$ cat src/rtl/draw_sprite.sv
// Sprite drawer: streams an 8x8 sprite frame from a synchronous ROM onto the VGA plot bus,
// skipping transparent and off-screen pixels. Optional macro SPRITE_MIRROR_EN adds horizontal flip.
module draw_sprite #(
    parameter int          W_LOG2      = 3,
    parameter int          H_LOG2      = 3,
    parameter int          FRAME_BITS  = 2,
    parameter int          SCREEN_W    = 160,
    parameter int          SCREEN_H    = 120,
    parameter logic [2:0]  TRANSPARENT = 3'b101
) (
    input  logic                                 clock,
    input  logic                                 resetn,
    input  logic                                 enable,
    input  logic [7:0]                           pos_x,
    input  logic [6:0]                           pos_y,
    input  logic [FRAME_BITS-1:0]                frame,
`ifdef SPRITE_MIRROR_EN
    input  logic                                 mirror,
`endif
    output logic [FRAME_BITS+H_LOG2+W_LOG2-1:0]  rom_addr,
    input  logic [2:0]                           rom_data,
    output logic [7:0]                           x,
    output logic [6:0]                           y,
    output logic [2:0]                           color,
    output logic                                 plot,
    output logic                                 done
);

    typedef enum logic [1:0] {S_IDLE, S_DRAW, S_FLUSH, S_DONE} state_t;

    state_t                 state_q, state_d;
    logic [7:0]             pos_x_q, pos_x_d;
    logic [6:0]             pos_y_q, pos_y_d;
    logic [FRAME_BITS-1:0]  frame_q, frame_d;
    logic [W_LOG2-1:0]      col_q, col_d;
    logic [H_LOG2-1:0]      row_q, row_d;
    logic                   flush_q, flush_d;
    logic                   vld_p1_q, vld_p1_d;
    logic [8:0]             xs_p1_q, xs_p1_d;
    logic [7:0]             ys_p1_q, ys_p1_d;
    logic [7:0]             x_q, x_d;
    logic [6:0]             y_q, y_d;
    logic [2:0]             color_q, color_d;
    logic                   plot_q, plot_d;
    logic [W_LOG2-1:0]      col_rom;

    function automatic logic on_screen(input logic [8:0] xs, input logic [7:0] ys);
        return (xs < 9'(SCREEN_W)) && (ys < 8'(SCREEN_H));
    endfunction

`ifdef SPRITE_MIRROR_EN
    logic mirror_q, mirror_d;
    assign col_rom = mirror_q ? ~col_q : col_q;
`else
    assign col_rom = col_q;
`endif

    assign rom_addr = {frame_q, row_q, col_rom};
    assign x        = x_q;
    assign y        = y_q;
    assign color    = color_q;
    assign plot     = plot_q;
    assign done     = (state_q == S_DONE);

    always_comb begin
        state_d  = state_q;
        pos_x_d  = pos_x_q;
        pos_y_d  = pos_y_q;
        frame_d  = frame_q;
        col_d    = col_q;
        row_d    = row_q;
        flush_d  = flush_q;
        vld_p1_d = 1'b0;
`ifdef SPRITE_MIRROR_EN
        mirror_d = mirror_q;
`endif
        // Screen coordinates always use the unreversed column, one bit wider to detect overflow.
        xs_p1_d  = {1'b0, pos_x_q} + {{(9 - W_LOG2){1'b0}}, col_q};
        ys_p1_d  = {1'b0, pos_y_q} + {{(8 - H_LOG2){1'b0}}, row_q};
        plot_d   = vld_p1_q && (rom_data != TRANSPARENT) && on_screen(xs_p1_q, ys_p1_q);

        case (state_q)
            S_IDLE: begin
                if (enable) begin
                    state_d = S_DRAW;
                    pos_x_d = pos_x;
                    pos_y_d = pos_y;
                    frame_d = frame;
                    col_d   = '0;
                    row_d   = '0;
                    flush_d = 1'b0;
`ifdef SPRITE_MIRROR_EN
                    mirror_d = mirror;
`endif
                end
            end
            S_DRAW: begin
                if (!enable) begin
                    state_d = S_IDLE;
                    plot_d  = 1'b0;
                end else begin
                    vld_p1_d = 1'b1;
                    col_d    = col_q + 1'b1;
                    if (col_q == {W_LOG2{1'b1}}) begin
                        row_d = row_q + 1'b1;
                        if (row_q == {H_LOG2{1'b1}}) begin
                            state_d = S_FLUSH;
                            flush_d = 1'b0;
                        end
                    end
                end
            end
            S_FLUSH: begin
                if (!enable) begin
                    state_d = S_IDLE;
                    plot_d  = 1'b0;
                end else if (flush_q) begin
                    state_d = S_DONE;
                end else begin
                    flush_d = 1'b1;
                end
            end
            S_DONE: begin
                if (!enable) state_d = S_IDLE;
            end
            default: state_d = S_IDLE;
        endcase

        x_d     = x_q;
        y_d     = y_q;
        color_d = color_q;
        if (plot_d) begin
            x_d     = xs_p1_q[7:0];
            y_d     = ys_p1_q[6:0];
            color_d = rom_data;
        end
    end

    // Stage 1 registers the address slot alongside the ROM; stage 2 captures rom_data.
    always_ff @(posedge clock or negedge resetn) begin
        if (!resetn) begin
            state_q  <= S_IDLE;
            pos_x_q  <= '0;
            pos_y_q  <= '0;
            frame_q  <= '0;
            col_q    <= '0;
            row_q    <= '0;
            flush_q  <= 1'b0;
            vld_p1_q <= 1'b0;
            xs_p1_q  <= '0;
            ys_p1_q  <= '0;
            x_q      <= '0;
            y_q      <= '0;
            color_q  <= '0;
            plot_q   <= 1'b0;
`ifdef SPRITE_MIRROR_EN
            mirror_q <= 1'b0;
`endif
        end else begin
            state_q  <= state_d;
            pos_x_q  <= pos_x_d;
            pos_y_q  <= pos_y_d;
            frame_q  <= frame_d;
            col_q    <= col_d;
            row_q    <= row_d;
            flush_q  <= flush_d;
            vld_p1_q <= vld_p1_d;
            xs_p1_q  <= xs_p1_d;
            ys_p1_q  <= ys_p1_d;
            x_q      <= x_d;
            y_q      <= y_d;
            color_q  <= color_d;
            plot_q   <= plot_d;
`ifdef SPRITE_MIRROR_EN
            mirror_q <= mirror_d;
`endif
        end
    end

endmodule

$ cat config.mk
export PLATFORM = sky130hd
export DESIGN_NAME = draw_sprite
export DESIGN_NICKNAME = d
export VERILOG_FILES = /design/src/rtl/draw_sprite.sv
export SDC_FILE = /design/constraint.sdc
export NUM_CORES = 1
export LEC_CHECK = 0
export ABC_AREA = 0
export BUFFER_PORTS_ARGS = -buffer_cell sky130_fd_sc_hd__buf_2
export CAP_MARGIN = 20
export CORE_ASPECT_RATIO = 0.75
export CORE_MARGIN = 3
export CORE_UTILIZATION = 40
export DETAILED_ROUTE_END_ITERATION = 7
export HOLD_SLACK_MARGIN = 0.06
export PLACE_DENSITY_LB_ADDON = 0.2
export SLEW_MARGIN = 10
export SYNTH_ARGS = -nofsm -noshare
export SYNTH_HDL_FRONTEND = slang
export SYNTH_SLANG_ARGS = --single-unit
$ cat constraint.sdc
create_clock -name clock -period 2 [get_ports clock]
set_input_delay 0.1 -clock clock [delete_from_list [all_inputs] [get_ports clock]]
set_output_delay 0.1 -clock clock [all_outputs]
set_load 0.02 [all_outputs]
== Word level (Yosys, flattened, before mapping) ==
Index checks and enable logic that the tools add are counted.

* Div/mod/pow operators: 0
* Add/subtract/negate cells: 4
* Reduce and logical (&&, ||, !) cells: 12
* Shift operators: 0
* Magnitude comparators: 2
* Multipliers: 0
* Bitwise operators: 0
* Eq/ne operators: 15
* Multiplexer cells: 24

{| class="wikitable"
|+ Operators with widths
! kind !! number
|-
| 2-to-1 mux 2 bit || 7
|-
| 2-to-1 mux 3 bit || 4
|-
| inequality test 2 bit, second input constant || 6
|-
| inequality test 3 bit, second input constant || 4
|-
| case mux 3 bit (2 select lines) || 2
|-
| adder 8 x 3 -> 9 bit || 1
|-
| < comparator 9 x 8 -> 1 bit, second input constant || 1
|-
| 2-to-1 mux 1 bit || 9
|-
| adder 7 x 3 -> 8 bit || 1
|-
| < comparator 8 x 7 -> 1 bit, second input constant || 1
|-
| case mux 2 bit (4 select lines) || 1
|-
| adder 3 x 1 -> 3 bit, second input constant || 2
|-
| equality test 3 bit, second input constant || 2
|-
| AND reduction 6 bit || 1
|-
| AND reduction 5 bit || 1
|-
| equality test 2 bit, second input constant || 2
|-
| AND reduction 4 bit || 1
|-
| logical AND 1 bit || 3
|-
| case mux 1 bit (3 select lines) || 1
|-
| AND reduction 3 bit || 1
|-
| nonzero test 3 bit || 1
|-
| equality test 2 x 1 -> 1 bit, second input constant || 1
|-
| zero test 2 bit || 1
|-
| AND reduction 2 bit || 1
|-
| 2 further kinds || 2
|}

* Latch bits: 0
* RAM bits: 0
* Memory bits (read-only): 0
* Bits in registers: 63
* Output and inout bits: 28
* Memories kept: 0
* Bits of input ports: 23
* Word-level logic and storage cells: 71

== Longest topological paths before layout ==
* Depth in word-level cells: 5
* Gate-level depth with buffers: 7
* Gate-level depth less buffers: 6

== Least setup slack after synthesis ==
Ideal clock, no wire load.

* Kind: register to register
* Start point: register state_q[0]
* End point: register color_q[2], in the netlist color[2]
* Library setup time: 0.125 ns
* Buffers on the path: 1
* Arrival time: 1.603 ns
* Period minus slack after synthesis: 1.728 ns
* Stages on the path, launching flop included: 8
* Required time: 1.875 ns
* Setup slack: 0.272 ns
* Cell sequence: dfrtp_1 -> inv_1 -> ha_1 -> nand2b_1 -> nand3_1 -> nor2_4 -> buf_12 -> mux2_4

* Longest elaborated chain between the ends: 3
* Elaborated cells on any way between the ends: 4
* Those cells by class: 2 x eq/ne; 1 x mux; 1 x reduce/logical

{| class="wikitable"
|+ Ends and longest elaborated chain
! what !! RTL line !! source
|-
| from (decl) || 31 || <nowiki>state_t state_q, state_d;</nowiki>
|-
| from (signal assigned) || 160 || <nowiki>state_q <= state_d;</nowiki>
|-
| equality test 2 bit or equality test 2 x 1 -> 1 bit (tied branches) || 82 || <nowiki>case (state_q)</nowiki>
|-
| OR reduction 2 bit (no source line) (*) || -- ||
|-
| 2-to-1 mux 1 bit (*) || -- ||
|-
| via plot_d || 44 || <nowiki>logic plot_q, plot_d;</nowiki>
|-
| to (signal assigned) || 172 || <nowiki>color_q <= color_d;</nowiki>
|-
| to (decl) || 43 || <nowiki>logic [2:0] color_q, color_d;</nowiki>
|}

The timed path passes the listed nets; every way through them passes the cells marked *.
A chain may end at the register's enable or synchronous reset.

== Worst setup path after layout ==
* Start point: register state_q[0]
* End point: register y_q[0], in the netlist y[0]

* Longest elaborated chain between the ends: 3
* Elaborated cells on any way between the ends: 4
* Those cells by class: 2 x eq/ne; 1 x mux; 1 x reduce/logical

{| class="wikitable"
|+ Ends and longest elaborated chain
! what !! RTL line !! source
|-
| equality test 2 bit or equality test 2 x 1 -> 1 bit (tied branches) || 82 ||
|-
| OR reduction 2 bit (no source line) (*) || -- ||
|-
| 2-to-1 mux 1 bit (*) || -- ||
|-
| to (signal assigned) || 171 || <nowiki>y_q <= y_d;</nowiki>
|-
| to (decl) || 42 || <nowiki>logic [6:0] y_q, y_d;</nowiki>
|}

Every way passes the cells marked *; elsewhere a longest branch is shown, timed or not.

==> impl_metrics.env <==
export IMPL_status="complete, no violations"
export IMPL_drtPass1Iterations=4
export IMPL_worstPathMaxFanout=19
export IMPL_timing_fmax_mhz=569.1
export IMPL_synth_top_area_cell="dfrtp_1"
export IMPL_layout_min_cycle_time_ns=1.757
export IMPL_seq_area_frac_synth=0.5761
export IMPL_routabilityCongestion=0.7361
export IMPL_wirelength_mm=5.010
export IMPL_initial_core_util=0.4226
export IMPL_min_from="enable"
export IMPL_clock_sinks=63
export IMPL_drive_gt1_frac=0.3957
export IMPL_grt_pass1_vias=1757
export IMPL_synth_edf_count=0
export IMPL_peakVddDrop_v=0.0006404
export IMPL_nets=312
export IMPL_core_area_um2=6475
export IMPL_ios=51
export IMPL_rsz0062_at_grt="no"
export IMPL_finalHoldViolCount=0
export IMPL_grt_max_degree=42
export IMPL_worst_setup_path_type="reg2reg"
export IMPL_synth_area_per_cell_um2=14.33
export IMPL_clock_latency_ns=0.34
export IMPL_chipWidth_um=101.5
export IMPL_rr_worst_depth=7
export IMPL_path_depth=7
export IMPL_grt_pass1_wl_mm=8.666
export IMPL_drc_errors=0
export IMPL_gr_usage_all_layers=0.1447
export IMPL_path_cells="inv_1 > ha_1 > nand2b_1 > nand3_1 > nor2_4 > buf_12 > mux2_2"
export IMPL_setup_viol=0
export IMPL_postSynth_asyncResetShare=1.000
export IMPL_rows=25
export IMPL_synth_area_leaders="dfrtp_1, mux2_2, ha_1"
export IMPL_crit_start="state_q[0]"
export IMPL_slowest_delay_ns=0.40
export IMPL_first_iter_violations=50
export IMPL_yosysTopAreaCellShare=0.5761
export IMPL_pwr_density_cell_nw_per_um2=1607
export IMPL_post_cts_resized=0
export IMPL_numCtsBuffers=9
export IMPL_dp_hpwl_mm=3.367
export IMPL_route_vias_total=1697
export IMPL_critical_path_buf_inv_count=2
export IMPL_ant_nets=0
export IMPL_die_h_um=77.63
export IMPL_via_per_inst=4.727
export IMPL_overflow=0
export IMPL_antennaDiodeCount=0
export IMPL_fillers=551
export IMPL_worst_slew_pin_slew_ns=0.5386
export IMPL_max_slew_margin=0.6409
export IMPL_synth_cell_types=35
export IMPL_synth_warnings=0
export IMPL_cts_root_buf="clkbuf_8"
export IMPL_io_buffers=50
export IMPL_wl_per_cell_um=13.96
export IMPL_syn_inst=191
export IMPL_post_cts_setup_buffers=0
export IMPL_synth_common_cells="dfrtp_1, mux2_2, ha_1"
export IMPL_tns_ns=0
export IMPL_hold_class="in2reg"
export IMPL_yosysMostFrequentCell="dfrtp_1"
export IMPL_fin_skew_ns=0.01012
export IMPL_synth_flop_cell="dfrtp_1"
export IMPL_crit_slowest_cell="dfrtp_1"
export IMPL_path_clk_slew_ns=0.06
export IMPL_final_max_slew_viol_count=0
export IMPL_die_area_um2=7880
export IMPL_cts_hold_buf=21
export IMPL_min_path_cells=3
export IMPL_fin_crit_sh=0.8786
export IMPL_critPathLaunchType="flop"
export IMPL_cp_data_required_time_ns=2.21
export IMPL_syn_nets=230
export IMPL_p_leak_nw=1.689
export IMPL_antenna_found_initial=0
export IMPL_cts_buffer_depth=2
export IMPL_end_kind="flop"
export IMPL_cts_tree="yes"
export IMPL_cts_max_level=3
export IMPL_synth_area_um2=2736
export IMPL_crit_arrival_ns=1.97
export IMPL_r2r_start="state_q[0]"
export IMPL_ys_ff_latch=63
export IMPL_path_delay_family="flip-flops"
export IMPL_area_growth_pct=28.85
export IMPL_cap_viol_max_count=0
export IMPL_hold_ws_ns=0.1875
[state kept, by name (all words and copies together), names as in the netlist]
name / flops
flush_q: 1
pos_y_q: 7
row_q: 3
state_q: 2
pos_x_q: 8
color: 3
xs_p1_q: 9
vld_p1_q: 1
y: 7
ys_p1_q: 8
x: 8
col_q: 3
frame_q: 2
plot: 1
[worst paths after layout]
path / endpoint / slack [ns]
max: y[0] / 0.24
min: state_q[0] / 0.19
max reg2reg: y[0] / 0.24
min reg2reg: y[1] / 0.48
max in group asynchronous: pos_y_q[2] / 1.12
min in group asynchronous: color[0] / 0.27
[cell type report]
class	instances	area (um^2)	area share
sequential	63	1577	0.4471
clock inverter	6	70.07	0.01987
tap	81	101.3	0.02874
multi-input combinational	117	1099	0.3116
inverter	7	26.28	0.007452
timing repair buffer	75	515.5	0.1462
clock buffer	10	137.6	0.03903
[worst register-to-register path, stage by stage, from the launching register on]
cell      delay, ns
dfrtp_1        0.40
inv_1          0.08
ha_1           0.30
nand2b_1       0.09
nand3_1        0.11
nor2_4         0.14
buf_12         0.18
mux2_2         0.35
[where the power goes]
| part | switching (W) | total [W] | internal, W |
|---|---|---|---|
| logic | 0.00110 | 0.00225 | 0.00114 |
| registers | 0.000406 | 0.00230 | 0.00190 |
| clock network | 0.000500 | 0.00111 | 0.000612 |
| total | 0.00201 | 0.00566 | 0.00366 |
[stage by stage]
stage	setup WS, ns	power [W]	instance area (um^2)	util	std cells
floorplan	0.2719	0.003914	2736	-	191
global placement	0.2767	0.004550	3108	0.4800	322
detailed placement	0.2467	0.004578	3108	0.4800	322
CTS	0.2240	0.005758	3526	0.5445	359
global route	0.1153	0.006114	3526	0.5445	359
finish	0.2429	0.005665	3526	0.5445	359
[cells by family after synthesis]
logic type	share of synthesized area
adder cells (fa/ha/maj)	0.07865
flip-flops	0.5761
AND/OR/NAND/NOR	0.05304
buffers and inverters	0.02241
XOR/XNOR	0.03521
multiplexers	0.1683
AO/OA/AOI/OAI	0.06630
[cells in the final DEF (no fill, tap or decap), drive strengths merged]
cell	Yosys	layout
o2111ai	1	1
and4b	1	1
o211ai	1	1
mux2	37	37
a21o	2	2
bufinv	0	1
clkinvlp	0	3
and2	1	1
dlygate4sd3	0	21
clkinv	0	2
o22ai	1	1
xor2	6	6
nor2b	3	3
nand3	4	4
a21boi	1	1
nand2b	2	2
xnor2	5	5
o21ai	6	6
and3	2	2
o2bb2ai	1	1
ha	14	14
a22o	5	5
dfrtp	63	63
mux2i	1	1
buf	4	54
o21a	2	2
nor2	5	5
nor3b	1	1
inv	7	7
nand2	6	6
clkbuf	0	10
a2bb2oi	1	1
a21oi	5	5
nand4	1	1
fa	2	2
[layer usage]
| metal | global-route usage | wire [um] | vias up |
|---|---|---|---|
| li1 | - | - | 840 |
| met1 | 0.1944 | 2410 | 818 |
| met2 | 0.2161 | 2348 | 33 |
| met3 | 0.06199 | 215 | 6 |
| met4 | 0.03586 | 35 | 0 |
| met5 | 0 | 0 | - |
Note: power is estimated with default switching activity, not from simulation.
